### config.mk
export PLATFORM = sky130hd
export DESIGN_NAME = id_control_stage_flat
export DESIGN_NICKNAME = d
export VERILOG_FILES = /design/src/rtl/id_control_stage_if.sv /design/src/rtl/id_control_stage.sv /design/src/flat_wrapper.sv
export SDC_FILE = /design/constraint.sdc
export NUM_CORES = 1
export LEC_CHECK = 0
export CAP_MARGIN = 20
export CORE_UTILIZATION = 45
export DETAILED_ROUTE_END_ITERATION = 8
export GPL_TIMING_DRIVEN = 0
export PLACE_DENSITY = 0.79
export SLEW_MARGIN = 20
export SYNTH_ARGS = -nofsm -noshare
export SYNTH_HDL_FRONTEND = slang
export SYNTH_SLANG_ARGS = --single-unit
### constraint.sdc
create_clock -name i_Clock -period 2.25 [get_ports i_Clock]
set_input_delay 0.45 -clock i_Clock [delete_from_list [all_inputs] [get_ports i_Clock]]
set_output_delay 0.45 -clock i_Clock [all_outputs]
set_load 0.005 [all_outputs]
### src/rtl/id_control_stage_if.sv
// ID-stage decode bus: IF/ID instruction fields in, ID/EX control fields out.
interface id_control_stage_if #(
    parameter int CMD_W = 4
);
    logic             i_Valid;
    logic [3:0]       i_Cond;
    logic [1:0]       i_Mode;
    logic [3:0]       i_Opcode;
    logic             i_S;
    logic             i_Immediate;
    logic             i_Mul_Ins;
    logic [3:0]       i_Status;
    logic             i_Hazard_Stall;
    logic             i_Flush;
    logic [CMD_W-1:0] o_Sigs_Control;
    logic             o_Sig_Memory_Write_Enable;
    logic             o_Sig_Memory_Read_Enable;
    logic             o_Sig_Write_Back_Enable;
    logic             o_Sig_Status_Write_Enable;
    logic             o_Sig_Branch_Taken;
    logic             o_Immediate;
    logic             o_Valid;
    logic             o_Stall_Request;
    logic             o_Mul_Busy;

    modport master (
        output i_Valid, i_Cond, i_Mode, i_Opcode, i_S, i_Immediate, i_Mul_Ins,
               i_Status, i_Hazard_Stall, i_Flush,
        input  o_Sigs_Control, o_Sig_Memory_Write_Enable, o_Sig_Memory_Read_Enable,
               o_Sig_Write_Back_Enable, o_Sig_Status_Write_Enable, o_Sig_Branch_Taken,
               o_Immediate, o_Valid, o_Stall_Request, o_Mul_Busy
    );

    modport slave (
        input  i_Valid, i_Cond, i_Mode, i_Opcode, i_S, i_Immediate, i_Mul_Ins,
               i_Status, i_Hazard_Stall, i_Flush,
        output o_Sigs_Control, o_Sig_Memory_Write_Enable, o_Sig_Memory_Read_Enable,
               o_Sig_Write_Back_Enable, o_Sig_Status_Write_Enable, o_Sig_Branch_Taken,
               o_Immediate, o_Valid, o_Stall_Request, o_Mul_Busy
    );
endinterface

### src/rtl/id_control_stage.sv
// Registered ARM decode stage: condition-gated control fields plus a MUL
// sequencer that freezes the front end while MUL occupies EX.
//   state | meaning
//   IDLE  | decoding one instruction per cycle
//   BUSY  | MUL in EX; outputs held, front end frozen until last cycle
module id_control_stage #(
    parameter int CMD_W      = 4,
    parameter int MUL_CYCLES = 3,
    parameter int ENABLE_MUL = 1
) (
    input logic               i_Clock,
    input logic               i_Reset,
    id_control_stage_if.slave bus
);
    localparam int CNT_W = (MUL_CYCLES > 1) ? $clog2(MUL_CYCLES) : 1;
    localparam logic [CNT_W-1:0] CNT_LAST = CNT_W'(MUL_CYCLES - 1);
    localparam logic [CMD_W-1:0] CMD_MUL  = CMD_W'(4'b1010);

    typedef enum logic {IDLE, BUSY} state_t;

    state_t           state_q;
    logic [CNT_W-1:0] cnt_q;
    logic             mul_s_q;
    logic [CMD_W-1:0] cmd_q;
    logic             mem_w_q, mem_r_q, wb_q, status_w_q, branch_q;
    logic             imm_q, valid_q, stall_q, busy_q;

    logic [CMD_W-1:0] dec_cmd;
    logic             dec_wb, dec_mr, dec_mw, dec_sw, dec_br;
    logic             is_mul, cond_pass;
    logic             n_f, z_f, c_f, v_f;

    assign {n_f, z_f, c_f, v_f} = bus.i_Status;
    assign is_mul = (ENABLE_MUL != 0) && bus.i_Mul_Ins && (bus.i_Mode == 2'b00);

    always_comb begin
        cond_pass = 1'b0;
        case (bus.i_Cond)
            4'b0000: cond_pass = z_f;
            4'b0001: cond_pass = !z_f;
            4'b0010: cond_pass = c_f;
            4'b0011: cond_pass = !c_f;
            4'b0100: cond_pass = n_f;
            4'b0101: cond_pass = !n_f;
            4'b0110: cond_pass = v_f;
            4'b0111: cond_pass = !v_f;
            4'b1000: cond_pass = c_f && !z_f;
            4'b1001: cond_pass = !c_f || z_f;
            4'b1010: cond_pass = (n_f == v_f);
            4'b1011: cond_pass = (n_f != v_f);
            4'b1100: cond_pass = !z_f && (n_f == v_f);
            4'b1101: cond_pass = z_f || (n_f != v_f);
            4'b1110: cond_pass = 1'b1;
            default: cond_pass = 1'b0;
        endcase
    end

    // Ungated decode; the condition check is applied when registering.
    always_comb begin
        dec_cmd = '0;
        dec_wb  = 1'b0;
        dec_mr  = 1'b0;
        dec_mw  = 1'b0;
        dec_sw  = 1'b0;
        dec_br  = 1'b0;
        case (bus.i_Mode)
            2'b00: begin
                if (is_mul) begin
                    dec_cmd = CMD_MUL;
                end else begin
                    case (bus.i_Opcode)
                        4'b1101: begin dec_cmd = CMD_W'(4'b0001); dec_wb = 1'b1; dec_sw = bus.i_S; end
                        4'b1111: begin dec_cmd = CMD_W'(4'b1001); dec_wb = 1'b1; dec_sw = bus.i_S; end
                        4'b0100: begin dec_cmd = CMD_W'(4'b0010); dec_wb = 1'b1; dec_sw = bus.i_S; end
                        4'b0101: begin dec_cmd = CMD_W'(4'b0011); dec_wb = 1'b1; dec_sw = bus.i_S; end
                        4'b0010: begin dec_cmd = CMD_W'(4'b0100); dec_wb = 1'b1; dec_sw = bus.i_S; end
                        4'b0110: begin dec_cmd = CMD_W'(4'b0101); dec_wb = 1'b1; dec_sw = bus.i_S; end
                        4'b0000: begin dec_cmd = CMD_W'(4'b0110); dec_wb = 1'b1; dec_sw = bus.i_S; end
                        4'b1100: begin dec_cmd = CMD_W'(4'b0111); dec_wb = 1'b1; dec_sw = bus.i_S; end
                        4'b0001: begin dec_cmd = CMD_W'(4'b1000); dec_wb = 1'b1; dec_sw = bus.i_S; end
                        4'b1010: begin dec_cmd = CMD_W'(4'b0100); dec_sw = 1'b1; end
                        4'b1000: begin dec_cmd = CMD_W'(4'b0110); dec_sw = 1'b1; end
                        default: ;
                    endcase
                end
            end
            2'b01: begin
                dec_cmd = CMD_W'(4'b0010);
                if (bus.i_S) begin
                    dec_mr = 1'b1;
                    dec_wb = 1'b1;
                end else begin
                    dec_mw = 1'b1;
                end
            end
            2'b10: dec_br = 1'b1;
            default: ;
        endcase
    end

    always_ff @(posedge i_Clock) begin
        if (!i_Reset || bus.i_Flush ||
            (state_q == IDLE && (bus.i_Hazard_Stall || !bus.i_Valid))) begin
            state_q    <= IDLE;
            cnt_q      <= '0;
            mul_s_q    <= 1'b0;
            cmd_q      <= '0;
            mem_w_q    <= 1'b0;
            mem_r_q    <= 1'b0;
            wb_q       <= 1'b0;
            status_w_q <= 1'b0;
            branch_q   <= 1'b0;
            imm_q      <= 1'b0;
            valid_q    <= 1'b0;
            stall_q    <= 1'b0;
            busy_q     <= 1'b0;
        end else if (state_q == BUSY) begin
            if (cnt_q == CNT_LAST) begin
                wb_q       <= 1'b1;
                status_w_q <= mul_s_q;
                stall_q    <= 1'b0;
                busy_q     <= 1'b0;
                state_q    <= IDLE;
            end else begin
                cnt_q <= cnt_q + CNT_W'(1);
            end
        end else if (is_mul && cond_pass) begin
            state_q    <= BUSY;
            cnt_q      <= CNT_W'(1);
            mul_s_q    <= bus.i_S;
            cmd_q      <= CMD_MUL;
            mem_w_q    <= 1'b0;
            mem_r_q    <= 1'b0;
            wb_q       <= 1'b0;
            status_w_q <= 1'b0;
            branch_q   <= 1'b0;
            imm_q      <= bus.i_Immediate;
            valid_q    <= 1'b1;
            stall_q    <= 1'b1;
            busy_q     <= 1'b1;
        end else begin
            cmd_q      <= dec_cmd;
            mem_w_q    <= dec_mw & cond_pass;
            mem_r_q    <= dec_mr & cond_pass;
            wb_q       <= dec_wb & cond_pass;
            status_w_q <= dec_sw & cond_pass;
            branch_q   <= dec_br & cond_pass;
            imm_q      <= bus.i_Immediate;
            valid_q    <= 1'b1;
            stall_q    <= 1'b0;
            busy_q     <= 1'b0;
        end
    end

    assign bus.o_Sigs_Control            = cmd_q;
    assign bus.o_Sig_Memory_Write_Enable = mem_w_q;
    assign bus.o_Sig_Memory_Read_Enable  = mem_r_q;
    assign bus.o_Sig_Write_Back_Enable   = wb_q;
    assign bus.o_Sig_Status_Write_Enable = status_w_q;
    assign bus.o_Sig_Branch_Taken        = branch_q;
    assign bus.o_Immediate               = imm_q;
    assign bus.o_Valid                   = valid_q;
    assign bus.o_Stall_Request           = stall_q;
    assign bus.o_Mul_Busy                = busy_q;
endmodule

### src/flat_wrapper.sv
// flat-port wrapper written by rule: the top's interface ports become plain ports
module id_control_stage_flat 
#(
    parameter int CMD_W      = 4,
    parameter int MUL_CYCLES = 3,
    parameter int ENABLE_MUL = 1
)
  (i_Clock, i_Reset, bus_i_Valid, bus_i_Cond, bus_i_Mode, bus_i_Opcode, bus_i_S, bus_i_Immediate, bus_i_Mul_Ins, bus_i_Status, bus_i_Hazard_Stall, bus_i_Flush, bus_o_Sigs_Control, bus_o_Sig_Memory_Write_Enable, bus_o_Sig_Memory_Read_Enable, bus_o_Sig_Write_Back_Enable, bus_o_Sig_Status_Write_Enable, bus_o_Sig_Branch_Taken, bus_o_Immediate, bus_o_Valid, bus_o_Stall_Request, bus_o_Mul_Busy);
  id_control_stage_if #(.CMD_W(CMD_W)) bus_i ();
  input logic i_Clock;
  input logic i_Reset;
  input wire logic [$bits(bus_i.i_Valid)-1:0] bus_i_Valid;
  input wire logic [$bits(bus_i.i_Cond)-1:0] bus_i_Cond;
  input wire logic [$bits(bus_i.i_Mode)-1:0] bus_i_Mode;
  input wire logic [$bits(bus_i.i_Opcode)-1:0] bus_i_Opcode;
  input wire logic [$bits(bus_i.i_S)-1:0] bus_i_S;
  input wire logic [$bits(bus_i.i_Immediate)-1:0] bus_i_Immediate;
  input wire logic [$bits(bus_i.i_Mul_Ins)-1:0] bus_i_Mul_Ins;
  input wire logic [$bits(bus_i.i_Status)-1:0] bus_i_Status;
  input wire logic [$bits(bus_i.i_Hazard_Stall)-1:0] bus_i_Hazard_Stall;
  input wire logic [$bits(bus_i.i_Flush)-1:0] bus_i_Flush;
  output wire logic [$bits(bus_i.o_Sigs_Control)-1:0] bus_o_Sigs_Control;
  output wire logic [$bits(bus_i.o_Sig_Memory_Write_Enable)-1:0] bus_o_Sig_Memory_Write_Enable;
  output wire logic [$bits(bus_i.o_Sig_Memory_Read_Enable)-1:0] bus_o_Sig_Memory_Read_Enable;
  output wire logic [$bits(bus_i.o_Sig_Write_Back_Enable)-1:0] bus_o_Sig_Write_Back_Enable;
  output wire logic [$bits(bus_i.o_Sig_Status_Write_Enable)-1:0] bus_o_Sig_Status_Write_Enable;
  output wire logic [$bits(bus_i.o_Sig_Branch_Taken)-1:0] bus_o_Sig_Branch_Taken;
  output wire logic [$bits(bus_i.o_Immediate)-1:0] bus_o_Immediate;
  output wire logic [$bits(bus_i.o_Valid)-1:0] bus_o_Valid;
  output wire logic [$bits(bus_i.o_Stall_Request)-1:0] bus_o_Stall_Request;
  output wire logic [$bits(bus_i.o_Mul_Busy)-1:0] bus_o_Mul_Busy;
  assign bus_i.i_Valid = bus_i_Valid;
  assign bus_i.i_Cond = bus_i_Cond;
  assign bus_i.i_Mode = bus_i_Mode;
  assign bus_i.i_Opcode = bus_i_Opcode;
  assign bus_i.i_S = bus_i_S;
  assign bus_i.i_Immediate = bus_i_Immediate;
  assign bus_i.i_Mul_Ins = bus_i_Mul_Ins;
  assign bus_i.i_Status = bus_i_Status;
  assign bus_i.i_Hazard_Stall = bus_i_Hazard_Stall;
  assign bus_i.i_Flush = bus_i_Flush;
  assign bus_o_Sigs_Control = bus_i.o_Sigs_Control;
  assign bus_o_Sig_Memory_Write_Enable = bus_i.o_Sig_Memory_Write_Enable;
  assign bus_o_Sig_Memory_Read_Enable = bus_i.o_Sig_Memory_Read_Enable;
  assign bus_o_Sig_Write_Back_Enable = bus_i.o_Sig_Write_Back_Enable;
  assign bus_o_Sig_Status_Write_Enable = bus_i.o_Sig_Status_Write_Enable;
  assign bus_o_Sig_Branch_Taken = bus_i.o_Sig_Branch_Taken;
  assign bus_o_Immediate = bus_i.o_Immediate;
  assign bus_o_Valid = bus_i.o_Valid;
  assign bus_o_Stall_Request = bus_i.o_Stall_Request;
  assign bus_o_Mul_Busy = bus_i.o_Mul_Busy;
  id_control_stage #(.CMD_W(CMD_W), .MUL_CYCLES(MUL_CYCLES), .ENABLE_MUL(ENABLE_MUL)) u_core (.i_Clock(i_Clock), .i_Reset(i_Reset), .bus(bus_i));
endmodule
== Yosys cells after proc, flatten, opt, wreduce, memory -nomap -nowiden ==
Index checks and enable logic that the tools add are counted.

* Add/subtract/negate cells: 1
* Eq/ne operators: 31
* Mux-type cells: 33
* Bitwise logic cells: 6
* Reductions and logical operators: 26

{| class="wikitable"
|+ Operators with widths
! operator !! count
|-
| $eq 4x4->1 const B || 12
|-
| $pmux 4 s9 || 1
|-
| $eq 4x3->1 const B || 7
|-
| $mux 1 || 23
|-
| $pmux 1 s15 || 1
|-
| $eq 4x2->1 const B || 3
|-
| $reduce_or 9->1 || 1
|-
| $eq 4x1->1 const B || 2
|-
| $logic_not 4->1 || 2
|-
| $mux 4 || 2
|-
| $pmux 4 s2 || 1
|-
| $logic_not 1->1 || 6
|-
| $mux 2 || 3
|-
| $reduce_or 2->1 || 3
|-
| $and 1x1->1 || 5
|-
| $logic_and 1x1->1 || 5
|-
| $logic_or 1x1->1 || 5
|-
| $eq 2x2->1 const B || 2
|-
| $ne 2x2->1 const B || 2
|-
| $pmux 1 s2 || 2
|-
| $reduce_and 2->1 || 2
|-
| $add 2x1->2 const B || 1
|-
| $eq 2x1->1 const B || 1
|-
| $logic_not 2->1 || 1
|-
| other kinds (4) || 4
|}

* Flip-flop bits (word level): 16
* Input port bits: 22
* Output and inout bits: 13
* Logic and storage cells: 109

== Longest topological paths before layout ==
* Depth after elaboration: 8
* Mapped depth: 6
* Mapped depth without buffers: 6

== Worst setup path after synthesis ==
No wires, ideal clock.

* Path type: input -> register
* Start: in bus_i_Cond[3]
* End: reg u_core.mul_s_q
* Library setup time: 0.072 ns
* Arrival time: 1.632 ns
* Required time: 2.178 ns
* Path slack: 0.546 ns
* Stages on the path: 6
* Path buffers: 1
* Path through: buf_4 > and3b_1 > o211ai_2 > o221ai_2 > o31ai_2 > mux2i_1

* Word-level cells in the longest chain between the ends: 4
* Elaborated cells between the ends (all ways): 18
* Classes of those cells: eq/ne (14); mux (1); reduce/logical (3)

{| class="wikitable"
|+ RTL lines
! what !! line !! source
|-
| start: declaration || flat_wrapper.sv:13 || <nowiki>input wire logic [$bits(bus_i.i_Cond)-1:0] bus_i_Cond;</nowiki>
|-
| $eq 4x4->1 (tied with other cells) || id_control_stage.sv:38 || <nowiki>case (bus.i_Cond)</nowiki>
|-
| $pmux 1 s15 * || id_control_stage.sv:38 ||
|-
| $logic_and 1x1->1 * || id_control_stage.sv:127 || <nowiki>end else if (is_mul && cond_pass) begin</nowiki>
|-
| $reduce_and 2->1 (no line) * || -- ||
|-
| end signal: assignment || id_control_stage.sv:130 || <nowiki>mul_s_q <= bus.i_S;</nowiki>
|-
| end: declaration || id_control_stage.sv:23 || <nowiki>logic mul_s_q;</nowiki>
|}

Every way passes the cells marked *; elsewhere a longest branch is shown, timed or not.
A chain may end at the register's enable or synchronous reset.

== Worst setup path after layout ==
* Start: in bus_i_Mul_Ins
* End: reg u_core.status_w_q (netlist: u_core.bus.o_Sig_Status_Write_Enable)

* Word-level cells in the longest chain between the ends: 6
* Elaborated cells between the ends (all ways): 7
* Classes of those cells: mux (4); bitwise (1); reduce/logical (2)

{| class="wikitable"
|+ RTL lines
! what !! line !! source
|-
| start: declaration || flat_wrapper.sv:18 || <nowiki>input wire logic [$bits(bus_i.i_Mul_Ins)-1:0] bus_i_Mul_Ins;</nowiki>
|-
| $logic_and 1x1->1 * || id_control_stage.sv:34 || <nowiki>assign is_mul = (ENABLE_MUL != 0) && bus.i_Mul_Ins && (bus.i_Mode == 2'b00);</nowiki>
|-
| $mux 1 || id_control_stage.sv:68 || <nowiki>if (is_mul) begin</nowiki>
|-
| $mux 1 || id_control_stage.sv:66 || <nowiki>case (bus.i_Mode)</nowiki>
|-
| $and 1x1->1 || id_control_stage.sv:146 || <nowiki>status_w_q <= dec_sw & cond_pass;</nowiki>
|-
| $mux 1 * || id_control_stage.sv:127 ||
|-
| $mux 1 * || id_control_stage.sv:117 || <nowiki>end else if (state_q == BUSY) begin</nowiki>
|-
| end signal: assignment || id_control_stage.sv:120 || <nowiki>status_w_q <= mul_s_q;</nowiki>
|-
| end signal: assignment || id_control_stage.sv:146 ||
|-
| end: declaration || id_control_stage.sv:25 || <nowiki>logic mem_w_q, mem_r_q, wb_q, status_w_q, branch_q;</nowiki>
|}

Marks and branches as above.

==> flow_metrics.tcl <==
set metrics [dict create \
    dieWidth_um 50.8 \
    dpl_cell_area_um2 1410 \
    syn_area_um2 1070 \
    std_cell_rows 17 \
    insertedDiodeCount 0 \
    wl_per_cell_um 13.1 \
    fp.dieH_um 50.8 \
    power_switching_w 0.000160 \
    io_pins 35 \
    die_area_um2 2580 \
    first_pass_iters 4 \
    gp_congestion 0.862 \
    synth_top_family_by_area "compound AO/OA/AOI/OAI gates" \
    finalClockSkew_ns 0.00378 \
    grt_first_pass_wirelength_um 4250 \
    syn_nets 153 \
    reg2reg_depth 6 \
    peakVddDrop_uv 243 \
    synth_compound_area_share_pct 28.8 \
    cts_setup_buffers 0 \
    final_nets 188 \
    postSynthCellCount 130 \
    min_path_type "flop to flop" \
    slew_violations 0 \
    hold_viol_final 0 \
    cp_cell_sequence "clkdlybuf4s50_1, nor4_1, o221ai_1, a21oi_1, o31ai_1, a21oi_1" \
    synthToLayoutAreaGrowth_pct 34.7 \
    layout-drive-gt1-share_pct 13.4 \
    worstMarginPinSlew_ns 0.634 \
    yosys.area_share.simple_pct 23.8 \
    drtIter0Drc 15 \
    max_stage_delay_ns 0.61 \
    synth_adder_area_share_pct 1.17 \
    worstPathRequired_ns 2.47 \
    synthMuxAreaShare_pct 5.72 \
    yosysSeqAreaShare_pct 29.9 \
    wirelength_um 2520 \
    pwr-share-clk_pct 31.5 \
    cts_resized 0 \
    setup_violations 0 \
    synth_warnings 0 \
    grt-ovfl-total 0 \
    cts.htree.levels 1 \
    cp_max_fo 5 \
    outcome "completed" \
    end_kind "flop" \
    fin_crit_ns 2.03 \
    finalPower_w 0.000611 \
    core_um2 2230 \
    final_cells 192 \
    post-route-util_pct 64.6 \
    min-delay-start "u_core.bus.o_Valid" \
    r2r-end "u_core.bus.o_Sig_Status_Write_Enable" \
    powerDensity_nw_per_um2 423 \
    ys.flop_type "dfxtp_1" \
    whs_path_depth 2 \
    crit_top_cell "a21oi_1" \
    cpLargestDelayFamily "compound AO/OA/AOI/OAI gates" \
    tritoncts "yes" \
    hold_end "u_core.bus.o_Valid" \
    async_flop_share_pct 0 \
    relSlewSlack_pct 57.3 \
    worstSetupStartpointType "primary input" \
    clkLatencyLatePin_ns 0.29 \
    ctsHoldBuffers 0 \
    dp_cells 188 \
    rsz0062_at_grt "no" \
    hold_ws_ns 0.455 \
    synth_xor_area_share_pct 2.45 \
    portBuffers 30 \
    combPwrFrac_pct 21.7 \
    route.detailed.drc 0 \
    avgViaCountPerCell 5.67 \
    cts_root_buf "clkbuf_4" \
    netSwitchingFraction_pct 26.2 \
    synth_edf_count 0 \
    num_vias 1089 \
    r2r-start "u_core.state_q" \
    stdcell_area_um2 1440 \
    share_seq_of_total_power_pct 46.8 \
    cp_num_buf_inv 1 \
    ff2ff_setup_slack_ns 0.42 \
    cts_buffer_depth 2 \
    ys_seq_elements 16 \
    fmax_ghz 0.494 \
    arrival_ns 2.24 \
    grt_max_degree 11 \
    cts.clk_slew.worst_paths_ns 0.10 \
    drt.antenna.violating_nets 0 \
    avgSynthCellArea_um2 8.25 \
    initial_utilization_pct 48.0 \
    clock-sinks 16 \
    synth.distinct_cells 49 \
    numCtsBuffers 3 \
    fin_crit_sh_pct 90.1 \
    crit_path_top_delay_cell "nor4_1" \
    p_int_w 0.000451 \
    leakagePower_nw 0.513 \
    antenna_found_initial 0 \
    hpwl_um 1920 \
    cap_violations 0 \
    path_class "primary input to flop" \
    grt_usage_pct 21.9 \
    grt_pass1_vias 1024 \
]
==> cell families after synthesis <==
family / after synthesis
buffers and inverters: 17
adders and majority gates: 1
DFF: 16
xor gates and xnor gates: 3
and+or+nand+nor: 45
muxes: 6
AOI/OAI and AO/OA: 42
==> sequential cells by signal, indices dropped and copies added (netlist names) <==
name,flops
u_core.cnt_q,2
u_core.state_q,1
u_core.bus.o_Sig_Branch_Taken,1
u_core.mul_s_q,1
u_core.bus.o_Sig_Memory_Read_Enable,1
u_core.bus.o_Sig_Write_Back_Enable,1
u_core.bus.o_Sigs_Control,4
u_core.bus.o_Sig_Status_Write_Enable,1
u_core.bus.o_Stall_Request,1
u_core.bus.o_Valid,1
u_core.bus.o_Sig_Memory_Write_Enable,1
u_core.bus.o_Immediate,1
==> metal layers <==
layer / vias up / wire [um] / share of wire, % / GRT usage, %
met2: 30 / 1400 / 56 / 46.0
met5: - / 0 / 0 / 0
li1: 545 / - / - / -
met4: 0 / 27 / 1.1 / 6.94
met3: 4 / 83 / 3.3 / 2.68
met1: 510 / 1010 / 40 / 21.4
==> worst max-delay path by stage <==
stage / to / depth (start not counted) / slack [ns] / from
finish: u_core.bus.o_Sig_Status_Write_Enable / 6 / 0.22 / bus_i_Mul_Ins
global route: u_core.mul_s_q / 7 / 0.11 / bus_i_Cond[0]
CTS: u_core.mul_s_q / 7 / 0.21 / bus_i_Cond[0]
detailed placement: u_core.mul_s_q / 7 / -0.10 / bus_i_Cond[0]
global placement: u_core.mul_s_q / 7 / -0.04 / bus_i_Cond[0]
floorplan: u_core.mul_s_q / 6 / 0.55 / bus_i_Cond[3]
==> layout by cell type, fill, tap and decap left out, drive strengths merged, types with 2 or more instances in the layout <==
master,instances
clkdlybuf4s50,30
nand3,7
nor2b,4
o211ai,2
o221ai,2
and2,2
o31ai,3
nand2b,2
mux2i,5
nor2,7
nand2,8
o21ai,9
buf,6
a21oi,15
clkbuf,9
nor3,4
inv,6
xnor2,2
dfxtp,16
and3b,2
==> metrics by stage <==
| stage | setup slack [ns] | setup TNS (ns) |
|---|---|---|
| after floorplan | 0.546 | 0 |
| after global placement | -0.0384 | -0.108 |
| after detailed placement | -0.101 | -0.394 |
| after CTS | 0.209 | 0 |
| after global routing | 0.107 | 0 |
| final | 0.224 | 0 |
==> cell usage after synthesis, types with 2 or more instances <==
| master | count | area, um2 |
|---|---|---|
| a21oi_1 | 13 | 65.1 |
| a21oi_2 | 2 | 17.5 |
| and2_1 | 2 | 12.5 |
| and3b_1 | 2 | 17.5 |
| buf_4 | 4 | 30.0 |
| clkbuf_1 | 5 | 18.8 |
| dfxtp_1 | 16 | 320 |
| inv_1 | 6 | 22.5 |
| mux2i_1 | 5 | 50.1 |
| nand2_1 | 8 | 30.0 |
| nand2b_1 | 2 | 12.5 |
| nand3_1 | 7 | 35.0 |
| nor2_1 | 7 | 26.3 |
| nor2b_1 | 4 | 25.0 |
| nor3_1 | 3 | 15.0 |
| o21ai_0 | 9 | 45.0 |
| o31ai_1 | 2 | 15.0 |
| xnor2_1 | 2 | 17.5 |
==> final cells by class <==
class,instances,area [um2]
Fill cell,202,790
Sequential cell,16,320
Buffer,11,65.1
Timing Repair Buffer,30,300
Inverter,6,22.5
Clock buffer,4,36.3
Tap cell,28,35.0
Multi-Input combinational cell,97,664
==> power by group through the flow <==
stage	clock network, W	logic (W)	registers [W]
6_report	0.000192	0.000133	0.000286
2_1_floorplan	0	0.0000748	0.000293
3_3_place_gp	0	0.000127	0.000292
3_5_place_dp	0	0.000131	0.000292
4_1_cts	0.000197	0.000132	0.000286
5_1_grt	0.000210	0.000145	0.000286
==> worst min-delay path: stages, from the launching register on <==
cell and delay, ns:
dfxtp_1 0.32, inv_1 0.05, a21oi_1 0.05
No activity file was read; power rests on OpenSTA's default activity.
